## src/rtl/pipelined_control_unit.sv

```systemverilog
// rtl/pipelined_control_unit.sv - decode-stage control unit with registered ID/EX word, load-use stall and flush
//
// Purpose: decodes the opcode of each presented instruction and captures the
// control word plus register fields into the ID/EX register. It uses a
// valid/ready handshake on both sides. It inserts one bubble when a load is
// followed by a dependent instruction. A synchronous flush kills both the
// ID/EX word and the instruction being presented.
//
// Ports:
//   clk, rst_n            clock, asynchronous active-low reset
//   if_valid, inst        presented instruction and its valid flag
//   id_ready              instruction accepted this cycle (combinational)
//   ex_ready, ex_flush    execute-stage backpressure and kill
//   ex_valid, ex_*        registered control word and register fields
//   ex_illegal            current word came from the reserved opcode
//   illegal_seen          sticky flag for any accepted reserved opcode
//   stall_count           saturating count of load-use bubbles
module pipelined_control_unit #(
    parameter int INST_W      = 16,
    parameter int OPC_W       = 3,
    parameter int REG_W       = 3,
    parameter int STALL_CNT_W = 8
) (
    input  logic                   clk,
    input  logic                   rst_n,
    input  logic                   if_valid,
    input  logic [INST_W-1:0]      inst,
    output logic                   id_ready,
    input  logic                   ex_ready,
    input  logic                   ex_flush,
    output logic                   ex_valid,
    output logic                   ex_WB_ALUtoReg,
    output logic                   ex_RegWrite,
    output logic                   ex_MemRead,
    output logic                   ex_MemWrite,
    output logic [1:0]             ex_ALUOp,
    output logic [1:0]             ex_carrySelect,
    output logic [REG_W-1:0]       ex_ra,
    output logic [REG_W-1:0]       ex_rb,
    output logic                   ex_illegal,
    output logic                   illegal_seen,
    output logic [STALL_CNT_W-1:0] stall_count
);

    typedef enum logic {S_RUN, S_STALL} state_t;
    state_t state, state_next;

    logic [2:0]       op3;
    logic [REG_W-1:0] ra_in, rb_in;
    logic             unused_bits;

    // Only the top three opcode bits select a decode row.
    assign op3         = inst[INST_W-1 -: 3];
    assign ra_in       = inst[INST_W-OPC_W-1 -: REG_W];
    assign rb_in       = inst[INST_W-OPC_W-REG_W-1 -: REG_W];
    assign unused_bits = ^inst;

    logic       d_wb, d_rw, d_mr, d_mw, d_ill, use_ra, use_rb;
    logic [1:0] d_alu, d_cs;

    always_comb begin
        d_wb   = 1'b0;
        d_rw   = 1'b0;
        d_mr   = 1'b0;
        d_mw   = 1'b0;
        d_alu  = 2'b00;
        d_cs   = 2'b00;
        d_ill  = 1'b0;
        use_ra = 1'b0;
        use_rb = 1'b0;
        case (op3)
            3'b001: d_rw = 1'b1;                                        // LDM
            3'b010: begin d_mw = 1'b1; d_alu = 2'b10;                   // STD
                          use_ra = 1'b1; use_rb = 1'b1; end
            3'b011: begin d_wb = 1'b1; d_rw = 1'b1; d_cs = 2'b10;       // ADD
                          use_ra = 1'b1; use_rb = 1'b1; end
            3'b100: begin d_wb = 1'b1; d_rw = 1'b1; d_alu = 2'b01;      // NOT
                          use_ra = 1'b1; end
            3'b101: d_alu = 2'b11;                                      // NOP
            3'b110: begin d_rw = 1'b1; d_mr = 1'b1; d_alu = 2'b10;      // LDD: ra is the destination
                          use_rb = 1'b1; end
            3'b111: d_ill = 1'b1;                                       // reserved
            default: ;                                                  // bubble
        endcase
    end

    // A load in EX writes ex_ra; any decoded source matching it must wait a cycle.
    logic hazard, hold;
    assign hazard = (state == S_RUN) && ex_valid && ex_MemRead && if_valid &&
                    ((use_ra && (ra_in == ex_ra)) || (use_rb && (rb_in == ex_ra)));
    assign hold   = ex_valid && !ex_ready;

    logic do_flush, do_stall, do_load;

    always_comb begin
        state_next = state;
        id_ready   = 1'b1;
        do_flush   = 1'b0;
        do_stall   = 1'b0;
        do_load    = 1'b0;
        if (ex_flush) begin
            do_flush   = 1'b1;
            state_next = S_RUN;
        end else if (hold) begin
            id_ready   = 1'b0;
        end else if (hazard) begin
            id_ready   = 1'b0;
            do_stall   = 1'b1;
            state_next = S_STALL;
        end else begin
            do_load    = 1'b1;
            state_next = S_RUN;
        end
    end

    always_ff @(posedge clk or negedge rst_n) begin
        if (!rst_n) begin
            state          <= S_RUN;
            ex_valid       <= 1'b0;
            ex_WB_ALUtoReg <= 1'b0;
            ex_RegWrite    <= 1'b0;
            ex_MemRead     <= 1'b0;
            ex_MemWrite    <= 1'b0;
            ex_ALUOp       <= 2'b00;
            ex_carrySelect <= 2'b00;
            ex_ra          <= '0;
            ex_rb          <= '0;
            ex_illegal     <= 1'b0;
            illegal_seen   <= 1'b0;
            stall_count    <= '0;
        end else begin
            state <= state_next;
            if (do_flush || do_stall || (do_load && !if_valid)) begin
                ex_valid       <= 1'b0;
                ex_WB_ALUtoReg <= 1'b0;
                ex_RegWrite    <= 1'b0;
                ex_MemRead     <= 1'b0;
                ex_MemWrite    <= 1'b0;
                ex_ALUOp       <= 2'b00;
                ex_carrySelect <= 2'b00;
                ex_ra          <= '0;
                ex_rb          <= '0;
                ex_illegal     <= 1'b0;
            end else if (do_load) begin
                ex_valid       <= 1'b1;
                ex_WB_ALUtoReg <= d_wb;
                ex_RegWrite    <= d_rw;
                ex_MemRead     <= d_mr;
                ex_MemWrite    <= d_mw;
                ex_ALUOp       <= d_alu;
                ex_carrySelect <= d_cs;
                ex_ra          <= ra_in;
                ex_rb          <= rb_in;
                ex_illegal     <= d_ill;
            end
            if (do_load && if_valid && d_ill)
                illegal_seen <= 1'b1;
            if (do_stall && (stall_count != {STALL_CNT_W{1'b1}}))
                stall_count <= stall_count + 1'b1;
        end
    end

endmodule

```

## config.mk

```make
export PLATFORM = sky130hd
export DESIGN_NAME = pipelined_control_unit
export DESIGN_NICKNAME = d
export VERILOG_FILES = /design/src/rtl/pipelined_control_unit.sv
export SDC_FILE = /design/constraint.sdc
export NUM_CORES = 1
export LEC_CHECK = 0
export ABC_AREA = 1
export BUFFER_PORTS_ARGS = -buffer_cell sky130_fd_sc_hd__buf_2
export CORE_ASPECT_RATIO = 1.2
export CORE_UTILIZATION = 50
export DETAILED_ROUTE_END_ITERATION = 8
export PLACE_DENSITY = 0.79
export SYNTH_ARGS = -nofsm -noshare
export SYNTH_HDL_FRONTEND = slang
export SYNTH_SLANG_ARGS = --single-unit
```

## constraint.sdc

```tcl
create_clock -name clk -period 2.18 [get_ports clk]
set_input_delay 0.436 -clock clk [delete_from_list [all_inputs] [get_ports clk]]
set_output_delay 0.436 -clock clk [all_outputs]
set_load 0.01 [all_outputs]
```

==> results.py <==
metrics = {
    "outcome": {
        "status": "finished clean",
    },
    "logic_synthesis": {
        "synth_cell_types": 31,
        "post_synth_net_total": 194,
        "synthMuxAreaShare_pct": 0,
        "yosys.area_share.xor_xnor_pct": 4.795,
        "synth_fa_ha_area_share_pct": 0.8718,
        "postSynthCellCount": 172,
        "combinational_family_with_the_most_area_after_synthesis": "simple AND/OR/NAND/NOR gates",
        "ys_warn_count": 0,
        "ys_seq_elements": 25,
        "synth_compound_area_share_pct": 10.46,
        "synthesis.area_per_instance_sq_um": 8.344,
        "yosys.area_share.simple_pct": 30.34,
        "seq_area_frac_synth_pct": 43.59,
        "syn_area_sq_um": 1435,
    },
    "global_routing": {
        "number_of_antenna_violations_at_the_first_check_in_global_routing": 0,
        "first_global_vias": 1159,
        "grt_max_degree": 26,
        "globalRouteTotalUtil_pct": 20.31,
        "grt_remaining_overflow": 0,
        "grt_pass1_wl_mm": 4.671,
    },
    "floorplan": {
        "initial_core_util_pct": 54.62,
        "die_area_sq_um": 3089,
        "io-pin-count": 47,
        "std_cell_rows": 20,
        "die-width_um": 50.91,
        "die_height_um": 60.69,
        "core-area_sq_um": 2628,
    },
    "cells_and_area": {
        "flow.area_growth_from_synthesis_pct": 17.26,
        "nets": 237,
        "insertedDiodeCount": 0,
        "final_design_area_no_fill_sq_um": 1683,
        "fillCellCount": 249,
        "final_layout_size_suffix_gt1_share_pct": 34.11,
    },
    "run": {
        "timing.max_cap.violations": 0,
    },
    "sta": {
        "slew_headroom_pct": 62.79,
        "final_tns_setup_ns": 0,
        "setup-violations-final": 0,
        "report.final.hold_viol_count": 0,
        "worst_pin_slew_ns": 0.5582,
        "finalCritPeriodShare_pct": 94.77,
        "drv_slew": 0,
        "timing.final.crit_period_ns": 2.066,
        "rsz_0062_raised_after_global_routing": "false",
        "max_clock_freq_mhz": 484.0,
        "final.setup_skew_ns": 0.004316,
    },
    "cts": {
        "htreeDepth": 1,
        "clkTransAtPathRegs_ns": 0.13,
        "sink_count_of_the_clock_tree": 25,
        "clk-insertion-delay-late_ns": 0.31,
        "clock_path_buffers": 2,
        "clock_tree_from_tritoncts": "done",
        "clock-root-buffer": "clkbuf_4",
        "cts_made_buffers": 3,
    },
    "pwr": {
        "internal-power_uw": 599.9,
        "ir_drop_worst_case_vdd_uv": 365.5,
        "power.share.combinational_pct": 15.9,
        "p_switching_uw": 221.3,
        "cellPowerDensity_nw_per_um2": 488.0,
        "p_leak_uw": 0.0009630,
        "power.share.switching_pct": 26.95,
        "clock_power_share_pct": 24.7,
        "power_frac_seq_pct": 59.4,
    },
    "setup_path": {
        "setup.worst_path.start_class": "flip-flop",
        "worst-setup-path-type": "flip-flop to output pin",
        "cp.arrival_ns": 1.63,
        "critPathRequiredTime_ns": 1.74,
        "critical_path.endpoint_type": "output pin",
        "cp_max_fo": 5,
    },
    "detailed_routing": {
        "drt_wl_total_mm": 2.836,
        "violation_count_after_the_first_detailed_routing_iteration": 22,
        "drc": 0,
        "vias": 1250,
        "ant_nets": 0,
        "route.detailed.vias_per_inst": 5.061,
        "detailedRoute.firstPassIterationCount": 4,
        "detail_route.wl_per_cell_um": 11.48,
    },
    "placement": {
        "finalWeightedCongestion": 0.7653,
        "port_buffers": 38,
        "place_area_sq_um": 1620,
        "dpl.hpwl_mm": 2.215,
    },
    "min_path": {
        "holdCritPathClass": "input pin to async pin",
    },
}
## registers in the layout, indices dropped and copies added, names as in the netlist
register        cells
ex_ALUOp            2
ex_MemRead          1
ex_MemWrite         1
ex_RegWrite         1
ex_WB_ALUtoReg      1
ex_carrySelect      1
ex_illegal          1
ex_ra               3
ex_rb               3
ex_valid            1
illegal_seen        1
stall_count         8
state               1
## cells in the mapped netlist
cell	count	area [sq um]
o21ai_1	3	15.01
nand3_2	1	10.01
buf_6	1	11.26
nand4_2	1	12.51
nor2_1	13	48.80
buf_4	2	15.01
or2_4	1	8.760
nor2_2	1	6.260
nand3_1	11	55.05
nand2_2	1	6.260
nand4_4	1	21.27
nand4_1	5	31.28
xnor2_1	3	26.28
xnor2_2	1	16.27
nor3_4	1	16.27
nand2_4	3	33.78
o21bai_2	1	11.26
inv_1	17	63.81
clkinv_1	1	3.750
a21oi_1	2	10.01
o21ai_2	9	78.83
buf_12	1	20.02
dfrtp_1	25	625.6
clkinv_2	2	10.01
nor3_1	1	5.000
nand2_1	48	180.2
inv_2	4	15.01
xor2_1	3	26.28
o21ai_0	7	35.03
ha_1	1	12.51
conb_1	1	3.750
## cells by family (layout without fill, tap and decap cells)
kind of cell,count (synthesis),in the layout
buf+inv,28,70
fa+ha+maj,1,1
flops,25,25
other cells,1,1
simple gates,88,88
compound gates,22,22
xor+xnor,7,7
## layout make-up
cell class	instances	area, sq um	area share (%)
inverter	24	96.34	5.725
sequential	25	625.6	37.17
timing repair buffer	42	220.2	13.09
multi-input combinational	119	673.1	40.00
tap	33	41.29	2.454
clock buffer	4	26.28	1.561
## critical path, stage by stage, from the launching register on
cell and delay, ns:
dfrtp_1 0.45, inv_1 0.06, nand2_1 0.06, nand2_1 0.05
nor2_1 0.12, nand3_2 0.10, nand2_4 0.12, nand2_4 0.08
inv_6 0.07, o21ai_1 0.06, buf_2 0.16
## power groups by stage
stage                     registers, uW  logic, uW  clock network [uW]
after global placement              496        124                   0
after detailed placement            497        127                   0
final                               488        131                 203
after floorplan                     504       74.8                   0
after global routing                491        145                 230
after CTS                           488        127                 210
## layout by cell type (no fill, tap or decap), types with 2 or more instances in the layout
cell      count
buf_2        38
xor2_1        3
nand2_4       3
nand2_1      48
a21oi_1       2
inv_1        17
nand3_1      11
dfrtp_1      25
nor2_2        2
o21ai_0       5
nand4_1       5
buf_4         4
inv_2         4
o21ai_1       5
xnor2_1       3
nor2_1       12
o21ai_2       9
clkbuf_4      3
## per-stage QoR
stage          power (uW)  util (%)  instances  hold slack [ns]  worst slack (ns)
2_1_floorplan       578.7         -        172           0.1404            0.4088
3_3_place_gp        620.3     61.67        239           0.4490            0.2293
3_5_place_dp        623.7     61.67        239           0.4575            0.1893
4_1_cts             825.7     62.67        243           0.1016           0.03368
5_1_grt             865.1     64.05        247           0.1159           0.03154
6_report            821.2     64.05        247          0.08861            0.1140
## repair_timing
item | CTS | global route
setup endpoints to repair | 1 | 1
buffers inserted | 0 | 4
cloned | 0 | 0
pin swaps | 0 | 1
resized for setup | 1 | 4
hold buffers | 0 | 0
## routing by layer
metal	vias up	wire (um)	track usage, %	part of all wire (%)
met5	-	0	0	0
met2	35	1556	37.78	55
li1	630	-	-	-
met3	4	90	3.008	3.2
met1	581	1153	23.09	41
met4	0	36	8.730	1.3
## path summary, 6_finish.rpt
path	start	endpoint	slack, ns	depth (start not counted)
setup / recovery	ex_ra[2]	id_ready	0.11	10
hold / removal	rst_n	stall_count[2]	0.09	1
setup reg to reg	stall_count[0]	stall_count[4]	0.42	8
hold reg to reg	ex_rb[2]	ex_rb[2]	0.49	2
max in group asynchronous	rst_n	ex_carrySelect[1]	1.72	1
min in group clk	ex_flush	ex_valid	0.33	2
Power figures use the tool's default switching activity.
